## config.mk

```make
export PLATFORM = sky130hd
export DESIGN_NAME = pool2d_stream_flat
export DESIGN_NICKNAME = d
export VERILOG_FILES = /design/src/rtl/pool2d_stream_if.sv /design/src/rtl/pool2d_stream.sv /design/src/flat_wrapper.sv
export SDC_FILE = /design/constraint.sdc
export NUM_CORES = 2
export LEC_CHECK = 0
export CAP_MARGIN = 20
export CORE_AREA = 2 2 570 572
export CTS_BUF_LIST = sky130_fd_sc_hd__clkbuf_2 sky130_fd_sc_hd__clkbuf_4 sky130_fd_sc_hd__clkbuf_8
export CTS_CLUSTER_SIZE = 16
export DETAILED_ROUTE_END_ITERATION = 10
export DIE_AREA = 0 0 572 574
export DONT_BUFFER_PORTS = 1
export MAX_ROUTING_LAYER = met4
export SLEW_MARGIN = 20
export SYNTH_ARGS = -nofsm -noshare
export SYNTH_HDL_FRONTEND = slang
export SYNTH_SLANG_ARGS = --single-unit
```

## constraint.sdc

```tcl
create_clock -name clk -period 6.32 [get_ports clk]
set_input_delay 1.264 -clock clk [delete_from_list [all_inputs] [get_ports clk]]
set_output_delay 1.264 -clock clk [all_outputs]
set_load 0.005 [all_outputs]
```

## src/rtl/pool2d_stream_if.sv

```systemverilog
// Pixel/pool stream bundle for pool2d_stream. With POOL_ARGMAX_EN defined the
// bundle also carries the per-lane {row,col} argmax of each pooled pixel.
interface pool2d_stream_if #(
  parameter int CHANNELS = 4,
  parameter int DATA_W   = 16
`ifdef POOL_ARGMAX_EN
  , parameter int AM_W   = 8
`endif
);
  logic                       start;
  logic                       mode;
  logic                       in_valid;
  logic                       in_ready;
  logic [CHANNELS*DATA_W-1:0] in_data;
  logic                       out_valid;
  logic                       out_ready;
  logic [CHANNELS*DATA_W-1:0] out_data;
  logic                       out_last;
  logic                       busy;
  logic                       done;
`ifdef POOL_ARGMAX_EN
  logic [AM_W-1:0]            out_argmax;
`endif

  modport master (
    output start, mode, in_valid, in_data, out_ready,
    input  in_ready, out_valid, out_data, out_last, busy, done
`ifdef POOL_ARGMAX_EN
    , input out_argmax
`endif
  );

  modport slave (
    input  start, mode, in_valid, in_data, out_ready,
    output in_ready, out_valid, out_data, out_last, busy, done
`ifdef POOL_ARGMAX_EN
    , output out_argmax
`endif
  );
endinterface

```

## src/rtl/pool2d_stream.sv

```systemverilog
// Streaming KERNELxKERNEL non-overlapping max/avg pooling over a raster pixel
// stream. Optional argmax export is enabled with `define POOL_ARGMAX_EN.

// Per-lane window accumulate: first pixel of a window overwrites, later pixels
// either win a strict signed compare (max) or are summed (avg).
module pool2d_lane #(
  parameter int DATA_W = 16,
  parameter int IW     = 2
) (
  input  logic                   mode_i,
  input  logic                   first_i,
  input  logic [DATA_W-1:0]      pix_i,
  input  logic [DATA_W+IW-1:0]   acc_i,
  output logic [DATA_W+IW-1:0]   acc_o,
  output logic [DATA_W-1:0]      res_o
`ifdef POOL_ARGMAX_EN
  , input  logic [IW-1:0]        idx_i
  , input  logic [IW-1:0]        pos_i
  , output logic [IW-1:0]        idx_o
  , output logic [IW-1:0]        res_idx_o
`endif
);
  localparam int ACC_W = DATA_W + IW;

  logic signed [ACC_W-1:0] pix_x, acc_s;
  logic                    take;

  assign pix_x = {{IW{pix_i[DATA_W-1]}}, pix_i};
  assign acc_s = acc_i;
  assign take  = first_i || (!mode_i && (pix_x > acc_s));

  always_comb begin
    acc_o = acc_i;
    if (take)        acc_o = pix_x;
    else if (mode_i) acc_o = acc_s + pix_x;
  end

  // Avg result is the arithmetic shift by log2(K*K), i.e. the top DATA_W bits.
  assign res_o = mode_i ? acc_o[ACC_W-1 -: DATA_W] : acc_o[DATA_W-1:0];

`ifdef POOL_ARGMAX_EN
  assign idx_o     = take ? pos_i : idx_i;
  assign res_idx_o = mode_i ? '0 : idx_o;
`endif
endmodule

module pool2d_stream #(
  parameter int FM_W     = 62,
  parameter int FM_H     = 62,
  parameter int KERNEL   = 2,
  parameter int CHANNELS = 4,
  parameter int DATA_W   = 16
) (
  input logic            clk,
  input logic            rst_n,
  pool2d_stream_if.slave bus
);
  localparam int KB    = (KERNEL == 4) ? 2 : 1;
  localparam int IW    = 2 * KB;
  localparam int ACC_W = DATA_W + IW;
  localparam int OW    = FM_W / KERNEL;
  localparam int OH    = FM_H / KERNEL;
  localparam int XW    = $clog2(FM_W + 1);
  localparam int YW    = $clog2(FM_H + 1);
  localparam int OIW   = (OW > 1) ? $clog2(OW) : 1;

  localparam logic [XW-1:0]  X_LAST  = XW'(FM_W - 1);
  localparam logic [YW-1:0]  Y_LAST  = YW'(FM_H - 1);
  localparam logic [XW-1:0]  X_GRID  = XW'(OW * KERNEL);
  localparam logic [YW-1:0]  Y_GRID  = YW'(OH * KERNEL);
  localparam logic [XW-1:0]  X_GLAST = XW'(OW * KERNEL - 1);
  localparam logic [YW-1:0]  Y_GLAST = YW'(OH * KERNEL - 1);
  localparam logic [OIW-1:0] OX_LAST = OIW'(OW - 1);
  localparam logic [KB-1:0]  K_LAST  = KB'(KERNEL - 1);

  typedef enum logic [1:0] {S_IDLE, S_RUN, S_FLUSH, S_DONE} state_t;

  state_t                     state_q;
  logic                       mode_q, pix_en_q, pix_done_q, last_out_q;
  logic                       busy_q, done_q;
  logic [XW-1:0]              x_q;
  logic [YW-1:0]              y_q;
  logic [OIW-1:0]             ox_q;
  logic [KB-1:0]              i_q, j_q;
  logic                       out_valid_q, out_last_q;
  logic [CHANNELS*DATA_W-1:0] out_data_q;

  logic [CHANNELS-1:0][ACC_W-1:0] rb_q [OW];
  logic [CHANNELS-1:0][ACC_W-1:0] acc_nx;
  logic [CHANNELS-1:0][DATA_W-1:0] res;

`ifdef POOL_ARGMAX_EN
  logic [CHANNELS-1:0][IW-1:0] ib_q [OW];
  logic [CHANNELS-1:0][IW-1:0] idx_nx, res_idx;
  logic [CHANNELS*IW-1:0]      am_q;
`endif

  logic in_ready, px_acc, in_grid, first, win_end, grid_last, frame_last, out_hs;

  assign in_ready   = pix_en_q && (!out_valid_q || bus.out_ready);
  assign px_acc     = bus.in_valid && in_ready;
  assign in_grid    = (x_q < X_GRID) && (y_q < Y_GRID);
  assign first      = (i_q == '0) && (j_q == '0);
  assign win_end    = (i_q == K_LAST) && (j_q == K_LAST);
  assign grid_last  = (x_q == X_GLAST) && (y_q == Y_GLAST);
  assign frame_last = (x_q == X_LAST) && (y_q == Y_LAST);
  assign out_hs     = out_valid_q && bus.out_ready;

  for (genvar c = 0; c < CHANNELS; c++) begin : g_lane
    pool2d_lane #(.DATA_W(DATA_W), .IW(IW)) u_lane (
      .mode_i    (mode_q),
      .first_i   (first),
      .pix_i     (bus.in_data[c*DATA_W +: DATA_W]),
      .acc_i     (rb_q[ox_q][c]),
      .acc_o     (acc_nx[c]),
      .res_o     (res[c])
`ifdef POOL_ARGMAX_EN
      , .idx_i     (ib_q[ox_q][c])
      , .pos_i     ({i_q, j_q})
      , .idx_o     (idx_nx[c])
      , .res_idx_o (res_idx[c])
`endif
    );
  end

  // Row buffer carries no reset: the first pixel of every window overwrites it.
  always_ff @(posedge clk) begin
    if (px_acc && in_grid) begin
      rb_q[ox_q] <= acc_nx;
`ifdef POOL_ARGMAX_EN
      ib_q[ox_q] <= idx_nx;
`endif
    end
  end

  always_ff @(posedge clk or negedge rst_n) begin
    if (!rst_n) begin
      state_q     <= S_IDLE;
      mode_q      <= 1'b0;
      pix_en_q    <= 1'b0;
      pix_done_q  <= 1'b0;
      last_out_q  <= 1'b0;
      busy_q      <= 1'b0;
      done_q      <= 1'b0;
      x_q         <= '0;
      y_q         <= '0;
      ox_q        <= '0;
      i_q         <= '0;
      j_q         <= '0;
      out_valid_q <= 1'b0;
      out_last_q  <= 1'b0;
      out_data_q  <= '0;
`ifdef POOL_ARGMAX_EN
      am_q        <= '0;
`endif
    end else begin
      done_q <= 1'b0;

      // KERNEL is a power of two, so i/j wrap naturally within KB bits.
      if (px_acc) begin
        if (x_q == X_LAST) begin
          x_q  <= '0;
          j_q  <= '0;
          ox_q <= '0;
          y_q  <= (y_q == Y_LAST) ? '0 : y_q + YW'(1);
          i_q  <= (y_q == Y_LAST) ? '0 : i_q + KB'(1);
        end else begin
          x_q <= x_q + XW'(1);
          j_q <= j_q + KB'(1);
          if (j_q == K_LAST && ox_q != OX_LAST) ox_q <= ox_q + OIW'(1);
        end
        if (frame_last) begin
          pix_en_q   <= 1'b0;
          pix_done_q <= 1'b1;
        end
      end

      if (px_acc && in_grid && win_end) begin
        out_valid_q <= 1'b1;
        out_data_q  <= res;
        out_last_q  <= (ox_q == OX_LAST) && (y_q == Y_GLAST);
`ifdef POOL_ARGMAX_EN
        am_q        <= res_idx;
`endif
      end else if (out_hs) begin
        out_valid_q <= 1'b0;
      end

      if (out_hs && out_last_q) last_out_q <= 1'b1;

      case (state_q)
        S_IDLE: if (bus.start) begin
          state_q    <= S_RUN;
          mode_q     <= bus.mode;
          pix_en_q   <= 1'b1;
          pix_done_q <= 1'b0;
          last_out_q <= 1'b0;
          busy_q     <= 1'b1;
          x_q        <= '0;
          y_q        <= '0;
          ox_q       <= '0;
          i_q        <= '0;
          j_q        <= '0;
        end
        S_RUN: if (px_acc && grid_last) state_q <= S_FLUSH;
        // Wait for both the last beat handshake and the last frame pixel.
        S_FLUSH: if ((last_out_q || (out_hs && out_last_q)) &&
                     (pix_done_q || (px_acc && frame_last))) begin
          state_q <= S_DONE;
          busy_q  <= 1'b0;
          done_q  <= 1'b1;
        end
        default: state_q <= S_IDLE;
      endcase
    end
  end

  assign bus.in_ready   = in_ready;
  assign bus.out_valid  = out_valid_q;
  assign bus.out_data   = out_data_q;
  assign bus.out_last   = out_last_q;
  assign bus.busy       = busy_q;
  assign bus.done       = done_q;
`ifdef POOL_ARGMAX_EN
  assign bus.out_argmax = am_q;
`endif
endmodule

```

## src/flat_wrapper.sv

```systemverilog
// flat-port wrapper written by rule: the top's interface ports become plain ports
module pool2d_stream_flat 
#(
  parameter int FM_W     = 62,
  parameter int FM_H     = 62,
  parameter int KERNEL   = 2,
  parameter int CHANNELS = 4,
  parameter int DATA_W   = 16
)
  (clk, rst_n, bus_start, bus_mode, bus_in_valid, bus_in_data, bus_out_ready, bus_in_ready, bus_out_valid, bus_out_data, bus_out_last, bus_busy, bus_done);
  pool2d_stream_if #(.CHANNELS(CHANNELS), .DATA_W(DATA_W)) bus_i ();
  input logic clk;
  input logic rst_n;
  input wire logic [$bits(bus_i.start)-1:0] bus_start;
  input wire logic [$bits(bus_i.mode)-1:0] bus_mode;
  input wire logic [$bits(bus_i.in_valid)-1:0] bus_in_valid;
  input wire logic [$bits(bus_i.in_data)-1:0] bus_in_data;
  input wire logic [$bits(bus_i.out_ready)-1:0] bus_out_ready;
  output wire logic [$bits(bus_i.in_ready)-1:0] bus_in_ready;
  output wire logic [$bits(bus_i.out_valid)-1:0] bus_out_valid;
  output wire logic [$bits(bus_i.out_data)-1:0] bus_out_data;
  output wire logic [$bits(bus_i.out_last)-1:0] bus_out_last;
  output wire logic [$bits(bus_i.busy)-1:0] bus_busy;
  output wire logic [$bits(bus_i.done)-1:0] bus_done;
  assign bus_i.start = bus_start;
  assign bus_i.mode = bus_mode;
  assign bus_i.in_valid = bus_in_valid;
  assign bus_i.in_data = bus_in_data;
  assign bus_i.out_ready = bus_out_ready;
  assign bus_in_ready = bus_i.in_ready;
  assign bus_out_valid = bus_i.out_valid;
  assign bus_out_data = bus_i.out_data;
  assign bus_out_last = bus_i.out_last;
  assign bus_busy = bus_i.busy;
  assign bus_done = bus_i.done;
  pool2d_stream #(.FM_W(FM_W), .FM_H(FM_H), .KERNEL(KERNEL), .CHANNELS(CHANNELS), .DATA_W(DATA_W)) u_core (.clk(clk), .rst_n(rst_n), .bus(bus_i));
endmodule
```

==> metrics.log <==
[metrics] reported max-cap violation count: 0
[metrics] number of synthesized flops with an enable pin: 2232
[metrics] highest net fanout along the worst path: 31
[metrics] TritonCTS clock tree: built
[metrics] start of the worst register-to-register path: u_core.ox_q[2]$_DFF_PN0_
[metrics] clk slew on worst S/H paths: 0.06 ns
[metrics] overall die area: 328000 µm²
[metrics] number of standard cells in the layout, taps in and fillers out: 10.3k
[metrics] cell area after synthesis: 96100 µm²
[metrics] routed metal-1 wire length: 118 mm
[metrics] library cell used as clock root buffer: clkbuf_8
[metrics] iteration-0 DRC count of the detailed router: 7166
[metrics] Final Cycle Share: 94.7%
[metrics] Vias per Instance: 5.32
[metrics] highest-count cells in the layout ignoring fill and taps: 2232 x edfxtp_1, 429 x mux4_2, 404 x clkbuf_8, 268 x mux2i_1, 247 x nand2_1
[metrics] Worst setup endpoint: u_core.rb_q[27][34]$_DFFE_PP_
[metrics] yosys warns: 0
[metrics] area growth from synthesis to layout: 15.1%
[metrics] maximum achievable frequency: 0.167 GHz
[metrics] area of the multi-input gates: 25100 µm²
[metrics] sequential cell area fraction in the yosys report: 72.2%
[metrics] PnR worst setup slack: 0.332 ns
[metrics] count of H-tree levels built during CTS: 5
[metrics] worst hold slack after final layout: 0.0862 ns
[metrics] pin count of the biggest net entering global routing: 135
[metrics] leakage power summed over all cells: 35.9 nW
[metrics] accumulated negative setup slack: 0 ns
[metrics] post-route minimum period: 5.99 ns
[metrics] Die Span Y: 574 µm
[metrics] Row Count: 209
[metrics] VDD IR max: 0.628 mV
[metrics] Worst Setup Start Kind: flop
[metrics] total of flip-flops plus latches after synthesis: 2325
[metrics] Starting Density: 29.8%
[metrics] Hold/Removal Path Class: in -> async
[metrics] Worst Setup Path Type: reg -> reg
[metrics] clock latency on the worst-skew pair: 1.10 ns
[metrics] async set-or-reset flop fraction in the synthesized netlist: 4.00%
[metrics] ratio of cells with drive above 1 in the final layout: 24.0%
[metrics] Data arrival, critical path: 6.73 ns
[metrics] Post-Place Worst Slack: 0.343 ns
[metrics] vias in the first global route: 54.2k
[metrics] Worst-Margin Slew: 1.24 ns
[metrics] depth of the worst register-to-register path: 17
[metrics] Cells after DPL: 9617
[metrics] remaining number of nets flagged by the antenna check after routing: 0
[metrics] RSZ-0062 raised after global routing: no
[metrics] Port Buffers: 0
[metrics] R2R Path End: u_core.rb_q[27][34]$_DFFE_PP_
[metrics] cell count after synthesis: 5294
[metrics] maximum buffer depth of the clock tree: 4
[metrics] post-detailed-routing wire length: 302 mm
[metrics] total gr overflow: 0
[metrics] post-detailed-placement cell area: 103000 µm²
[metrics] cell types occupying the most area after synthesis: edfxtp_1 70%, mux4_2 10%, mux2i_1 2.8%
[metrics] # clock sinks: 2325
[metrics] summed area of non-filler cells in the final layout: 111000 µm²
[metrics] CTS Buf Count: 385
[metrics] met3 wire len: 24.3 mm
[metrics] post-synth top area cell: edfxtp_1
[metrics] top-level I/O count: 139
[metrics] antenna violations before repair: 12
[metrics] top metal layer carrying routed signals: met4
[metrics] fillers: 30.4k
[metrics] area of all sequential standard cells: 69400 µm²
[metrics] most common cell after layout, fill and taps aside: edfxtp_1
[metrics] dominant register cell in the synthesized netlist: edfxtp_1
[metrics] Floorplan Core Area: 323000 µm²
[metrics] total power per unit cell area: 518 nW/µm²
[metrics] Total GRT Usage: 18.5%
[metrics] final setup violating endpoints: 0
[metrics] Slew headroom: 17.4%
[metrics] DR WL met2: 150 mm
[metrics] global-route wire length before repair: 419 mm
[metrics] Clock Skew: 0.0670 ns
[metrics] endpoint type of the worst setup path: flop
[metrics] final HPWL from detailed placement: 171 mm
[metrics] run status: complete, no violations
[metrics] number of remaining DRC errors: 0
[metrics] net count of the mapped netlist: 5547
[metrics] Pins Over Slew Limit: 0
[metrics] per-instance average area after synthesis: 18.2 µm²
[metrics] total via count in the routed design: 54.9k
[metrics] Wirelength per Cell: 29.2 µm
[metrics] last weighted congestion value of the routability-driven placer: 0.872
[metrics] Final Hold Fails: 0
[metrics] final-stage net count: 5935
[metrics] share of Yosys cell area claimed by the top area cell type: 69.7%
[metrics] number of library cell types mapped by synthesis: 85
[metrics] Register-to-Register Setup Slack: 0.33 ns
[metrics] worst endpoint required time: 7.06 ns
[metrics] drt pass-1 iters: 7
[metrics] launching instance or port of the critical path: u_core.ox_q[2]$_DFF_PN0_
[metrics] die extent in x: 572 µm
==> kinds of logic (layout without fill, tap and decap cells) <==
| group | after synthesis | in the layout | synth area share [%] |
|---|---|---|---|
| compound gates | 843 | 843 | 5.82 |
| xor+xnor | 66 | 66 | 0.601 |
| fa+ha+maj | 183 | 183 | 2.41 |
| buf+inv | 425 | 1106 | 2.24 |
| flops | 2325 | 2325 | 72.2 |
| mux | 725 | 725 | 13.2 |
| other cells | 0 | 26 | 0 |
| simple gates | 727 | 727 | 3.61 |
==> cell type report <==
cell class	instances	share of cell area (%)
multi-input cells	2544	22.7
well taps	4325	4.89
clock buffers	529	5.87
diodes	26	0.0588
clock inverters	151	0.751
repair buffers	278	2.53
inverters	148	0.502
flip-flops and latches	2325	62.7
==> cells in the mapped netlist, types with 18 or more instances <==
library cell and count:
a21oi_1 132, a221o_1 18, a22oi_1 220, a31oi_1 19
and4_1 21, buf_1 25, buf_2 59, buf_4 33
buf_6 45, clkbuf_1 113, dfrtp_1 93, edfxtp_1 2232
ha_1 179, inv_1 143, mux2_2 27, mux2i_1 269
mux4_2 429, nand2_1 250, nand2b_1 27, nand3_1 38
nand4_1 41, nor2_1 202, nor3_1 37, nor4_1 20
o211ai_1 22, o21ai_0 166, o21ai_1 24, o22ai_1 90
xnor2_1 41, xor2_1 25
==> through the flow <==
stage / util, % / power (mW)
floorplan: - / 37.1
global placement: 32.0 / 44.0
detailed placement: 32.0 / 44.5
CTS: 34.2 / 57.3
global route: 34.3 / 60.0
finish: 34.3 / 57.3
==> critical path: stages, from the launching register on <==
cell and delay [ns]:
dfrtp_2 0.53, nor2_1 0.36, and2_4 0.67, buf_4 0.48
a22oi_1 0.18, nand4_1 0.25, ha_1 0.21, inv_1 0.06
fa_1 0.44, o21ba_2 0.24, o2111ai_1 0.28, o221a_2 0.31
o2bb2ai_1 0.16, o21bai_1 0.12, o21ai_0 0.24, xor2_1 0.13
a211o_1 0.31, nand2_1 0.66
==> power breakdown <==
part           internal (mW)  switching, mW  total (mW)  leakage (nW)
registers               21.9          0.275        22.2          21.4
logic                   7.85           14.4        22.3          10.5
clock network           6.91           5.89        12.8          3.93
total                   36.7           20.6        57.3          35.9
==> metal layers <==
layer | GRT usage (%) | up-vias
li1 | - | 22300
met1 | 23.3 | 29300
met2 | 30.3 | 2794
met3 | 3.14 | 542
met4 | 6.21 | 0
met5 | - | -
==> flip-flops by register name, summed over array words and instances (netlist names) <==
signal	flops
u_core.state_q	2
u_core.pix_en_q	1
u_core.bus.out_valid	1
u_core.bus.out_last	1
u_core.j_q	1
u_core.mode_q	1
u_core.bus.done	1
u_core.x_q	6
u_core.i_q	1
u_core.bus.out_data	64
u_core.ox_q	5
u_core.last_out_q	1
u_core.y_q	6
u_core.pix_done_q	1
u_core.rb_q	2232
u_core.bus.busy	1
==> what timing repair did <==
item | CTS | global route
hold endpoints to repair | 93 | 0
hold buffers | 1 | 0
setup buffers | 0 | 1
endpoints found under the setup margin | 0 | 220
resized for setup | 0 | 1
==> worst min-delay path by stage <==
stage | end | slack, ns | depth (start not counted)
floorplan | u_core.pix_en_q$_DFF_PN0_ | 0.45 | 2
global placement | u_core.pix_en_q$_DFF_PN0_ | 0.48 | 2
detailed placement | u_core.bus.out_data[6]$_DFFE_PN0P_ | 0.50 | 2
CTS | u_core.y_q[0]$_DFF_PN0_ | 0.08 | 1
global route | u_core.bus.out_data[37]$_DFFE_PN0P_ | 0.11 | 1
finish | u_core.bus.out_data[37]$_DFFE_PN0P_ | 0.09 | 1
No activity file was read; power rests on OpenSTA's default activity.
